`config.mk`:
```
export PLATFORM = sky130hd
export DESIGN_NAME = ps2_host_tx
export DESIGN_NICKNAME = d
export VERILOG_FILES = /design/src/rtl/ps2_host_tx.sv
export SDC_FILE = /design/constraint.sdc
export NUM_CORES = 1
export LEC_CHECK = 0
export CAP_MARGIN = 10
export CORE_MARGIN = 5
export CORE_UTILIZATION = 59
export DETAILED_ROUTE_END_ITERATION = 6
export HOLD_SLACK_MARGIN = 0.12
export PLACE_DENSITY = 0.89
export REMOVE_ABC_BUFFERS = 1
export SETUP_SLACK_MARGIN = 0.15
export SYNTH_ARGS = -nofsm -noshare
export SYNTH_HDL_FRONTEND = slang
export SYNTH_SLANG_ARGS = --single-unit
```
`constraint.sdc`:
```
create_clock -name clk -period 2.7 [get_ports clk]
set_input_delay 0.405 -clock clk [delete_from_list [all_inputs] [get_ports clk]]
set_output_delay 0.405 -clock clk [all_outputs]
set_load 0.05 [all_outputs]
```
`src/rtl/ps2_host_tx.sv`:
```
// PS/2 host-to-device transmitter: request-to-send, 8 data bits LSB first,
// odd parity, stop bit, device ACK check, with a timeout guard.
module ps2_host_tx #(
  parameter int unsigned INHIBIT_CYCLES = 10000,
  parameter int unsigned RTS_CYCLES     = 200,
  parameter int unsigned TIMEOUT_CYCLES = 2000000,
  parameter int unsigned FILTER_LEN     = 4
) (
  input  logic       clk,
  input  logic       reset,
  input  logic [7:0] tx_data,
  input  logic       tx_valid,
  output logic       tx_ready,
  output logic       busy,
  input  logic       ps2_clk_in,
  input  logic       ps2_data_in,
  output logic       ps2_clk_oe,
  output logic       ps2_data_oe,
  output logic       tx_done,
  output logic [1:0] tx_err
);

  localparam int unsigned PHASE_MAX = (INHIBIT_CYCLES > RTS_CYCLES) ? INHIBIT_CYCLES : RTS_CYCLES;
  localparam int unsigned PW = (PHASE_MAX > 2) ? $clog2(PHASE_MAX) : 1;
  localparam int unsigned TW = (TIMEOUT_CYCLES > 2) ? $clog2(TIMEOUT_CYCLES) : 1;
  localparam int unsigned FW = (FILTER_LEN > 2) ? $clog2(FILTER_LEN) : 1;

  localparam logic [PW-1:0] INH_LAST = PW'(INHIBIT_CYCLES - 1);
  localparam logic [PW-1:0] RTS_LAST = PW'(RTS_CYCLES - 1);
  localparam logic [TW-1:0] TMO_LAST = TW'(TIMEOUT_CYCLES - 1);
  localparam logic [FW-1:0] FLT_LAST = FW'(FILTER_LEN - 1);

  typedef enum logic [2:0] {
    S_IDLE, S_INHIBIT, S_REQ, S_SEND, S_ACK, S_WAIT_IDLE, S_DONE
  } state_t;

  state_t        state_q, state_d;
  logic [PW-1:0] cnt_q, cnt_d;
  logic [TW-1:0] tout_q, tout_d;
  logic [3:0]    bit_q, bit_d;
  logic [9:0]    shift_q, shift_d;
  logic          clk_oe_q, clk_oe_d;
  logic          data_oe_q, data_oe_d;
  logic          done_q, done_d;
  logic [1:0]    err_q, err_d;
  logic          nack_q, nack_d;

  logic          clk_s1_q, clk_s2_q, dat_s1_q, dat_s2_q;
  logic          filt_q, filt_d;
  logic [FW-1:0] fcnt_q, fcnt_d;
  logic          fall;
  logic          timing_state;

  // Pad synchronizers and ps2_clk deglitch filter state
  always_ff @(posedge clk) begin
    if (reset) begin
      clk_s1_q <= 1'b1;
      clk_s2_q <= 1'b1;
      dat_s1_q <= 1'b1;
      dat_s2_q <= 1'b1;
      filt_q   <= 1'b1;
      fcnt_q   <= '0;
    end else begin
      clk_s1_q <= ps2_clk_in;
      clk_s2_q <= clk_s1_q;
      dat_s1_q <= ps2_data_in;
      dat_s2_q <= dat_s1_q;
      filt_q   <= filt_d;
      fcnt_q   <= fcnt_d;
    end
  end

  // Filter: accept a new clock level only after FILTER_LEN consecutive differing samples
  always_comb begin
    filt_d = filt_q;
    fcnt_d = '0;
    if (clk_s2_q != filt_q) begin
      if (fcnt_q == FLT_LAST) filt_d = clk_s2_q;
      else                    fcnt_d = fcnt_q + 1'b1;
    end
  end

  assign fall = filt_q & ~filt_d;

  // Transfer FSM and registered line drivers
  always_ff @(posedge clk) begin
    if (reset) begin
      state_q   <= S_IDLE;
      cnt_q     <= '0;
      tout_q    <= '0;
      bit_q     <= '0;
      shift_q   <= '0;
      clk_oe_q  <= 1'b0;
      data_oe_q <= 1'b0;
      done_q    <= 1'b0;
      err_q     <= '0;
      nack_q    <= 1'b0;
    end else begin
      state_q   <= state_d;
      cnt_q     <= cnt_d;
      tout_q    <= tout_d;
      bit_q     <= bit_d;
      shift_q   <= shift_d;
      clk_oe_q  <= clk_oe_d;
      data_oe_q <= data_oe_d;
      done_q    <= done_d;
      err_q     <= err_d;
      nack_q    <= nack_d;
    end
  end

  // Next-state logic; timeout is checked ahead of any clock-fall handling
  always_comb begin
    state_d   = state_q;
    cnt_d     = cnt_q;
    tout_d    = tout_q;
    bit_d     = bit_q;
    shift_d   = shift_q;
    clk_oe_d  = clk_oe_q;
    data_oe_d = data_oe_q;
    done_d    = 1'b0;
    err_d     = err_q;
    nack_d    = nack_q;
    timing_state = (state_q == S_SEND) || (state_q == S_ACK) || (state_q == S_WAIT_IDLE);

    if (timing_state && (tout_q == TMO_LAST)) begin
      clk_oe_d  = 1'b0;
      data_oe_d = 1'b0;
      err_d     = 2'b10;
      done_d    = 1'b1;
      state_d   = S_DONE;
    end else begin
      if (timing_state) tout_d = tout_q + 1'b1;
      unique case (state_q)
        S_IDLE: begin
          if (tx_valid) begin
            shift_d  = {1'b1, ~^tx_data, tx_data};
            cnt_d    = '0;
            clk_oe_d = 1'b1;
            state_d  = S_INHIBIT;
          end
        end
        S_INHIBIT: begin
          if (cnt_q == INH_LAST) begin
            cnt_d     = '0;
            data_oe_d = 1'b1;
            state_d   = S_REQ;
          end else begin
            cnt_d = cnt_q + 1'b1;
          end
        end
        S_REQ: begin
          if (cnt_q == RTS_LAST) begin
            cnt_d    = '0;
            tout_d   = '0;
            bit_d    = '0;
            clk_oe_d = 1'b0;
            state_d  = S_SEND;
          end else begin
            cnt_d = cnt_q + 1'b1;
          end
        end
        S_SEND: begin
          if (fall) begin
            data_oe_d = ~shift_q[0];
            shift_d   = {1'b0, shift_q[9:1]};
            bit_d     = bit_q + 1'b1;
            if (bit_q == 4'd9) state_d = S_ACK;
          end
        end
        S_ACK: begin
          if (fall) begin
            nack_d  = dat_s2_q;
            state_d = S_WAIT_IDLE;
          end
        end
        S_WAIT_IDLE: begin
          if (filt_q && dat_s2_q) begin
            err_d   = {1'b0, nack_q};
            done_d  = 1'b1;
            state_d = S_DONE;
          end
        end
        S_DONE:  state_d = S_IDLE;
        default: state_d = S_IDLE;
      endcase
    end
  end

  assign tx_ready    = (state_q == S_IDLE);
  assign busy        = (state_q != S_IDLE);
  assign ps2_clk_oe  = clk_oe_q;
  assign ps2_data_oe = data_oe_q;
  assign tx_done     = done_q;
  assign tx_err      = err_q;

endmodule

```
After elaboration in Yosys (flattened, before gate mapping). Cells that the tools add are included.

Output and inout bits: 7. Register bits after elaboration: 65. Logic and storage cells: 114. Input port bits: 13.

Add/sub/neg operators: 4. Equality and inequality tests: 25. Multiplexer cells: 36. Bitwise operators: 5. Reductions and logical operators: 26.

Operators by type and width (number): $mux 21 (3); $mux 14 (3); $pmux 14 s3 (1); $mux 3 (8); $add 21x1->21 const B (1); $eq 21x21->1 const B (1); $mux 10 (2); $pmux 10 s2 (1); $pmux 3 s6 (1); $add 14x1->14 const B (1); $eq 14x14->1 const B (1); $eq 14x8->1 const B (1); $reduce_and 7->1 (2); $reduce_and 3->1 (4); $reduce_bool 2->1 (6); $ne 2x2->1 const B (5); $mux 1 (9); $ne 3x2->1 const B (3); $mux 4 (2); $pmux 4 s2 (1); $reduce_and 4->1 (2); $reduce_xnor 8->1 (1); $eq 3x2->1 const B (2); $eq 3x3->1 const B (2); other kinds (20) (33).

Logic depth before layout (Yosys ltp). Gate-level depths: netlist of run 1.

Depth after elaboration: 8. Mapped depth: 7.

Least setup slack after synthesis of run 1. No wires, ideal clock.

Path type: register -> output. From: register state_q[2]. To: output busy. Path buffers: 1. Arrival: 2273 ps. Stages on the path, launching flop included: 4. Data required time: 2295 ps. Path slack: 22 ps. Cell sequence: dfxtp_1 > clkbuf_1 > nor3_1 > inv_1.

Word-level cells in the longest chain between the ends: 1.

RTL lines: from (decl) (line 37) `state_t state_q, state_d;`; from (signal assigned) (line 99) `state_q <= state_d;`; $reduce_bool 3->1 (line 191) `assign busy = (state_q != S_IDLE);`; to (decl) (line 14) `output logic busy,`.

Every way passes these cells.

Worst setup path in the final report of run 1.
From: register cnt_q[6]. To: register bit_q[2].

Word-level cells in the longest chain between the ends: 3.

RTL lines: from (decl) (line 38) `logic [PW-1:0] cnt_q, cnt_d;`; from (signal assigned) (line 100) `cnt_q <= cnt_d;`; $eq 14x8->1 (line 153) `if (cnt_q == RTS_LAST) begin`; $ne 2x2->1 (no source line); $reduce_and 4->1 (no source line); to (signal assigned) (line 102) `bit_q <= bit_d;`; to (decl) (line 40) `logic [3:0] bit_q, bit_d;`.

Every way passes these cells. A chain may end at the register's enable or synchronous reset.

==> results.yml, run 1 <==
outcome:
  status: "finished, final reports clean"
layout:
  drive_above_1_share_pct: 10.40
  nFillCells: 407
  num-nets-final: 417
  final_cells: 476
  multi_input_area_sq_um: 1826
  synthToLayoutAreaGrowth_pct: 16.40
  seq_area_sq_um: 1303
  antenna_cells: 0
  final_common_cell: "dfxtp_1"
  layout_common_cells: "dfxtp_1, nor2_1, nand2_1"
grt:
  track_usage_pct: 21.84
  antenna_found_initial: 0
  grt_pass1_wl_mm: 12.54
  overflow: 0
  grt_start_max_net_pins: 25
  grt_pass1_vias: 2782
yosys:
  ys_warn_count: 0
  syn_inst: 377
  synthFlopType: "dfxtp_1"
  ys_types: 53
  synthArstFlopShare_pct: 0
  ys_ff_latch: 65
  synth_area_per_cell_sq_um: 8.559
  synth_edf_count: 0
  syn_area_sq_um: 3227
  ys_seq_area_share_pct: 40.33
timing:
  worstMarginPinSlew_ps: 566.1
  max_freq_ghz: 0.4112
  grt_setup_unrepaired: "no"
  hold_ws_ps: 414.6
  finalCritPeriodShare_pct: 90.07
  timing.slew.headroom_pct: 62.01
  drv_slew: 0
  hold_viol_final: 0
  setup_viol: 0
  fin_crit_ps: 2432
  finClkSkew_ps: 10.49
power:
  power.total_mw: 2.741
  peakVddDrop_uv: 653.2
  power_density_nw_per_um2: 729.7
  p_leak_nw: 1.355
floorplan:
  rows: 27
  io_pins: 20
  die_area_sq_um: 7048
  core_sq_um: 5405
  die_h_microns: 83.96
  initial_core_util_pct: 59.70
  die_w_microns: 83.96
run:
  max-cap-violations: 0
cts:
  cts_setup_buffers: 0
  clk_pin_slew_ps: 80
  cts.path.max_buffers: 2
  ctsHoldBuffers: 0
  cts_tree: "built"
  insertion_delay_ps: 360
  cts_made_buffers: 9
  htree_num_levels: 3
  root_buffer: "clkbuf_8"
  cts_sinks: 65
detailed_routing:
  wl_per_cell_microns: 15.17
  dr.first_iter.drc_count: 215
  drc: 0
  ant_nets: 0
  viasPerCell: 6.128
  routed_wl_mm: 7.223
  vias: 2917
  firstDrtPassIters: 4
setup_path:
  crit_fanout: 9
  endpoint_kind: "flop"
  critPathLaunchType: "flop"
  worstPathRequired_ps: 3000
  critPathArrivalTime_ps: 2730
  path_class: "flop to flop"
hold_path:
  hp-class: "flop to flop"
placed_design:
  placedCellCount: 460
  dp_hpwl_mm: 5.004
  numPortBuffers: 19
  place_congestion: 0.9449
## layer usage
layer  GRT usage (%)  vias to the layer above  wire, microns  part of all wire (%)
met5               0                        -              0                     0
met2           35.57                      107           3438                    48
met3           6.713                       23            392                   5.4
met1           25.71                     1367           3152                    44
met4           11.40                        0            239                   3.3
li1                -                     1420              -                     -
## registers in the layout, summed over array words and instances, names as in the netlist, 2 cells and up
register  cells
tx_err        2
cnt_q        14
shift_q      10
tout_q       21
bit_q         4
state_q       3
fcnt_q        2
## logic make-up (layout without fill, tap and decap cells)
family	Yosys count	count (layout)	share of synthesized area (%)
simple gates	178	178	28.61
flops	65	65	40.33
compound gates	61	61	14.04
xor+xnor	36	36	9.771
buf+inv	26	53	3.451
mux	6	6	1.861
fa+ha+maj	5	5	1.939
## area by class of cell
class / count / area share, %
inverters: 7 / 0.6995
multi-input cells: 286 / 48.60
clock buffers: 10 / 3.664
well taps: 72 / 2.398
repair buffers: 30 / 7.562
clock inverters: 6 / 2.398
flip-flops and latches: 65 / 34.68
## per-stage QoR
step	utilization [%]	setup TNS [ps]	cell area, sq um	setup WS (ps)
after floorplan	-	-8342	3142	-465.7
after global placement	65.16	0	3522	269.0
after detailed placement	65.16	0	3522	225.1
after global routing	69.49	0	3756	162.5
after CTS	69.35	0	3749	171.6
final	69.49	0	3756	268.1
## repair_timing
item                                    in CTS  in global routing
gates resized for setup                      1                  3
cloned                                       0                  0
endpoints found under the setup margin       1                 16
## final timing paths
kind	slack (ps)	endpoint	startpoint	cells after the start
worst max register to register	270	bit_q[2]	cnt_q[6]	5
worst max-delay path	270	bit_q[2]	cnt_q[6]	5
worst min-delay path	410	dat_s2_q	dat_s1_q	1
worst min register to register	410	dat_s2_q	dat_s1_q	1
## cell usage after synthesis (6+ instances only)
cell type | instances | share of area (%)
nor2_1 | 45 | 5.2
nand4_1 | 10 | 1.9
clkbuf_1 | 15 | 1.7
nor3_1 | 15 | 2.3
mux2i_1 | 6 | 1.9
a21oi_1 | 14 | 2.2
a311oi_1 | 9 | 2.4
o2111ai_1 | 8 | 2.2
nand3_1 | 15 | 2.3
xnor2_1 | 21 | 5.7
nand2_1 | 40 | 4.7
dfxtp_1 | 65 | 40
xor2_1 | 15 | 4.1
inv_1 | 7 | 0.81
## report_power, final
part           total [mW]  switching (mW)  internal, mW
Combinational       0.664           0.405         0.260
Clock               0.940           0.392         0.548
Sequential           1.14          0.0987          1.04
## critical path, stage by stage, from the launching register on
cell and delay, ps:
dfxtp_1 440, or4bb_1 530, or4_4 530, or3_4 400, a2111o_1 420, nand2_1 70
Power figures use the tool's default switching activity.
==> run 2: changes to the inputs <==
- CELL_PAD_IN_SITES_DETAIL_PLACEMENT: not set -> 0
- CELL_PAD_IN_SITES_GLOBAL_PLACEMENT: not set -> 1
- CORE_MARGIN: 5 -> 1
- CORE_UTILIZATION: 59 -> 41
- PLACE_DENSITY: 0.89 -> 0.86
- clock period: 2.7 -> 1.95 ns (I/O delays scaled with it)
==> results.yml, run 2 (same netlist as run 1, synthesis figures left out) <==
hold_path:
  hp-class: "flop to flop"
  holdPathStages: 1
layout:
  layout_common_cells: "dfxtp_1, buf_4, nor2_1"
  antenna_cells: 0
  num-nets-final: 476
  seq_area_sq_um: 1309
  regMostFlops: "tout_q"
  nFillCells: 667
  fin_area_sq_um: 4433
  drive_above_1_share_pct: 27.43
  reg_top3: "tout_q (21), cnt_q (14), shift_q (10)"
  synthToLayoutAreaGrowth_pct: 37.38
  multi_input_area_sq_um: 1994
  largest_register_ffs: 21
placed_design:
  dpl_cell_area_sq_um: 3959
  numPortBuffers: 19
  dp_hpwl_mm: 5.644
  place_congestion: 0.8276
grt:
  track_usage_pct: 20.53
  antenna_found_initial: 0
  grt_start_max_net_pins: 22
  grt_pass1_wl_mm: 13.57
  grt_pass1_vias: 2949
  overflow: 0
setup_path:
  path_class: "flop to flop"
  r2r_cells: 5
  worst-path-stages: 5
  critPathLaunchType: "flop"
  endpoint_kind: "flop"
  worstPathRequired_ps: 2240
  critical-path-top-delay-family: "simple AND/OR/NAND/NOR gates"
  path_cells: "or4bb_1 > or4_4 > or3_4 > a2111o_1 > nand2_1"
  max_stage_delay_ps: 520
  critPathArrivalTime_ps: 2540
  slowest_stage: "or4bb_1"
  worst-path-buf-inv: 0
  crit_fanout: 4
timing:
  worstMarginPinSlew_ps: 526.2
  timing.slew.headroom_pct: 64.55
  drv_slew: 0
  fin_crit_ps: 2254
  setup-tns-final_ps: -10300
  hold_viol_final: 0
  timing.final.ws_setup_ps: -304.5
  finalCritPeriodShare_pct: 115.6
  setup_viol: 43
  max_freq_ghz: 0.4436
  finClkSkew_ps: 9.810
  grt_setup_unrepaired: "yes"
power:
  combPwrFrac_pct: 34.7
  power_frac_clock_pct: 27.3
  p_leak_nw: 1.728
  power_density_nw_per_um2: 910.3
  seq_power_share_pct: 38.0
  internal_power_mw: 2.688
  switching_power_mw: 1.347
  swShare_pct: 33.38
  peakVddDrop_uv: 814.6
detailed_routing:
  firstDrtPassIters: 4
  ant_nets: 0
  wl_per_cell_microns: 14.59
  routed_wl_mm: 8.200
  dr.first_iter.drc_count: 141
  drc: 0
  viasPerCell: 5.468
  vias: 3073
cts:
  root_buffer: "clkbuf_8"
  clk_pin_slew_ps: 70
  insertion_delay_ps: 340
  cts.path.max_buffers: 2
  cts_made_buffers: 9
  cts_tree: "built"
  htree_num_levels: 3
  cts_sinks: 65
outcome:
  status: "finished with violations"
  violations: "setup timing"
floorplan:
  die_w_microns: 90.72
  die_h_microns: 90.72
  io_pins: 20
  die_area_sq_um: 8229
  core_sq_um: 7447
  initial_core_util_pct: 43.33
  rows: 31
run:
  max-cap-violations: 0
[run 2: power groups by stage]
stage	clock [mW]	sequential (mW)	combinational [mW]
finish	1.10	1.53	1.40
global route	1.18	1.54	1.51
CTS	1.14	1.52	1.26
detailed placement	0	1.55	1.19
global placement	0	1.54	1.17
floorplan	0	1.58	0.622
[run 2: repair_timing]
item,in CTS,in global routing
gates cloned,0,5
setup buffers,2,1
hold buffers,0,0
pin swaps,4,3
resized for setup,17,36
endpoints found under the setup margin,56,55
[run 2: layer usage]
metal / share of wire (%) / GRT usage (%) / vias up / wire, microns
met2: 50 / 33.08 / 60 / 4068
met5: 0 / 0 / - / 0
met4: 1.5 / 8.871 / 0 / 123
li1: - / - / 1532 / -
met1: 46 / 26.04 / 1469 / 3792
met3: 2.6 / 4.798 / 12 / 216
[run 2: path summary, 6_finish.rpt]
| path | from | to | slack, ps |
|---|---|---|---|
| max | cnt_q[9] | bit_q[3] | -300 |
| min | clk_s1_q | clk_s2_q | 410 |
| max reg2reg | cnt_q[9] | bit_q[3] | -300 |
| min reg2reg | clk_s1_q | clk_s2_q | 410 |
[run 2: area by class of cell]
| cell class | instances | share of cell area [%] |
|---|---|---|
| clock buffers | 14 | 4.121 |
| clock inverters | 2 | 0.2258 |
| inverters | 7 | 0.5927 |
| multi-input cells | 287 | 44.99 |
| flip-flops and latches | 65 | 29.52 |
| well taps | 99 | 2.794 |
| repair buffers | 88 | 17.75 |
[run 2: worst register-to-register path, delay by kind of cell, from the launching register on]
family           cells  cell delay (ps)
AND/OR/NAND/NOR      4             1470
AO/OA/AOI/OAI        1              420
flip-flops           1              320
[run 2: through the flow]
stage	utilization (%)	worst slack [ps]	hold WS [ps]	total power [mW]	instances
floorplan	-	-1216	361.6	2.202	358
global placement	53.16	-346.1	391.6	2.717	538
detailed placement	53.16	-378.2	394.1	2.741	538
CTS	56.54	-308.3	411.2	3.922	556
global route	59.53	-343.2	437.8	4.240	562
finish	59.53	-304.5	409.4	4.035	562
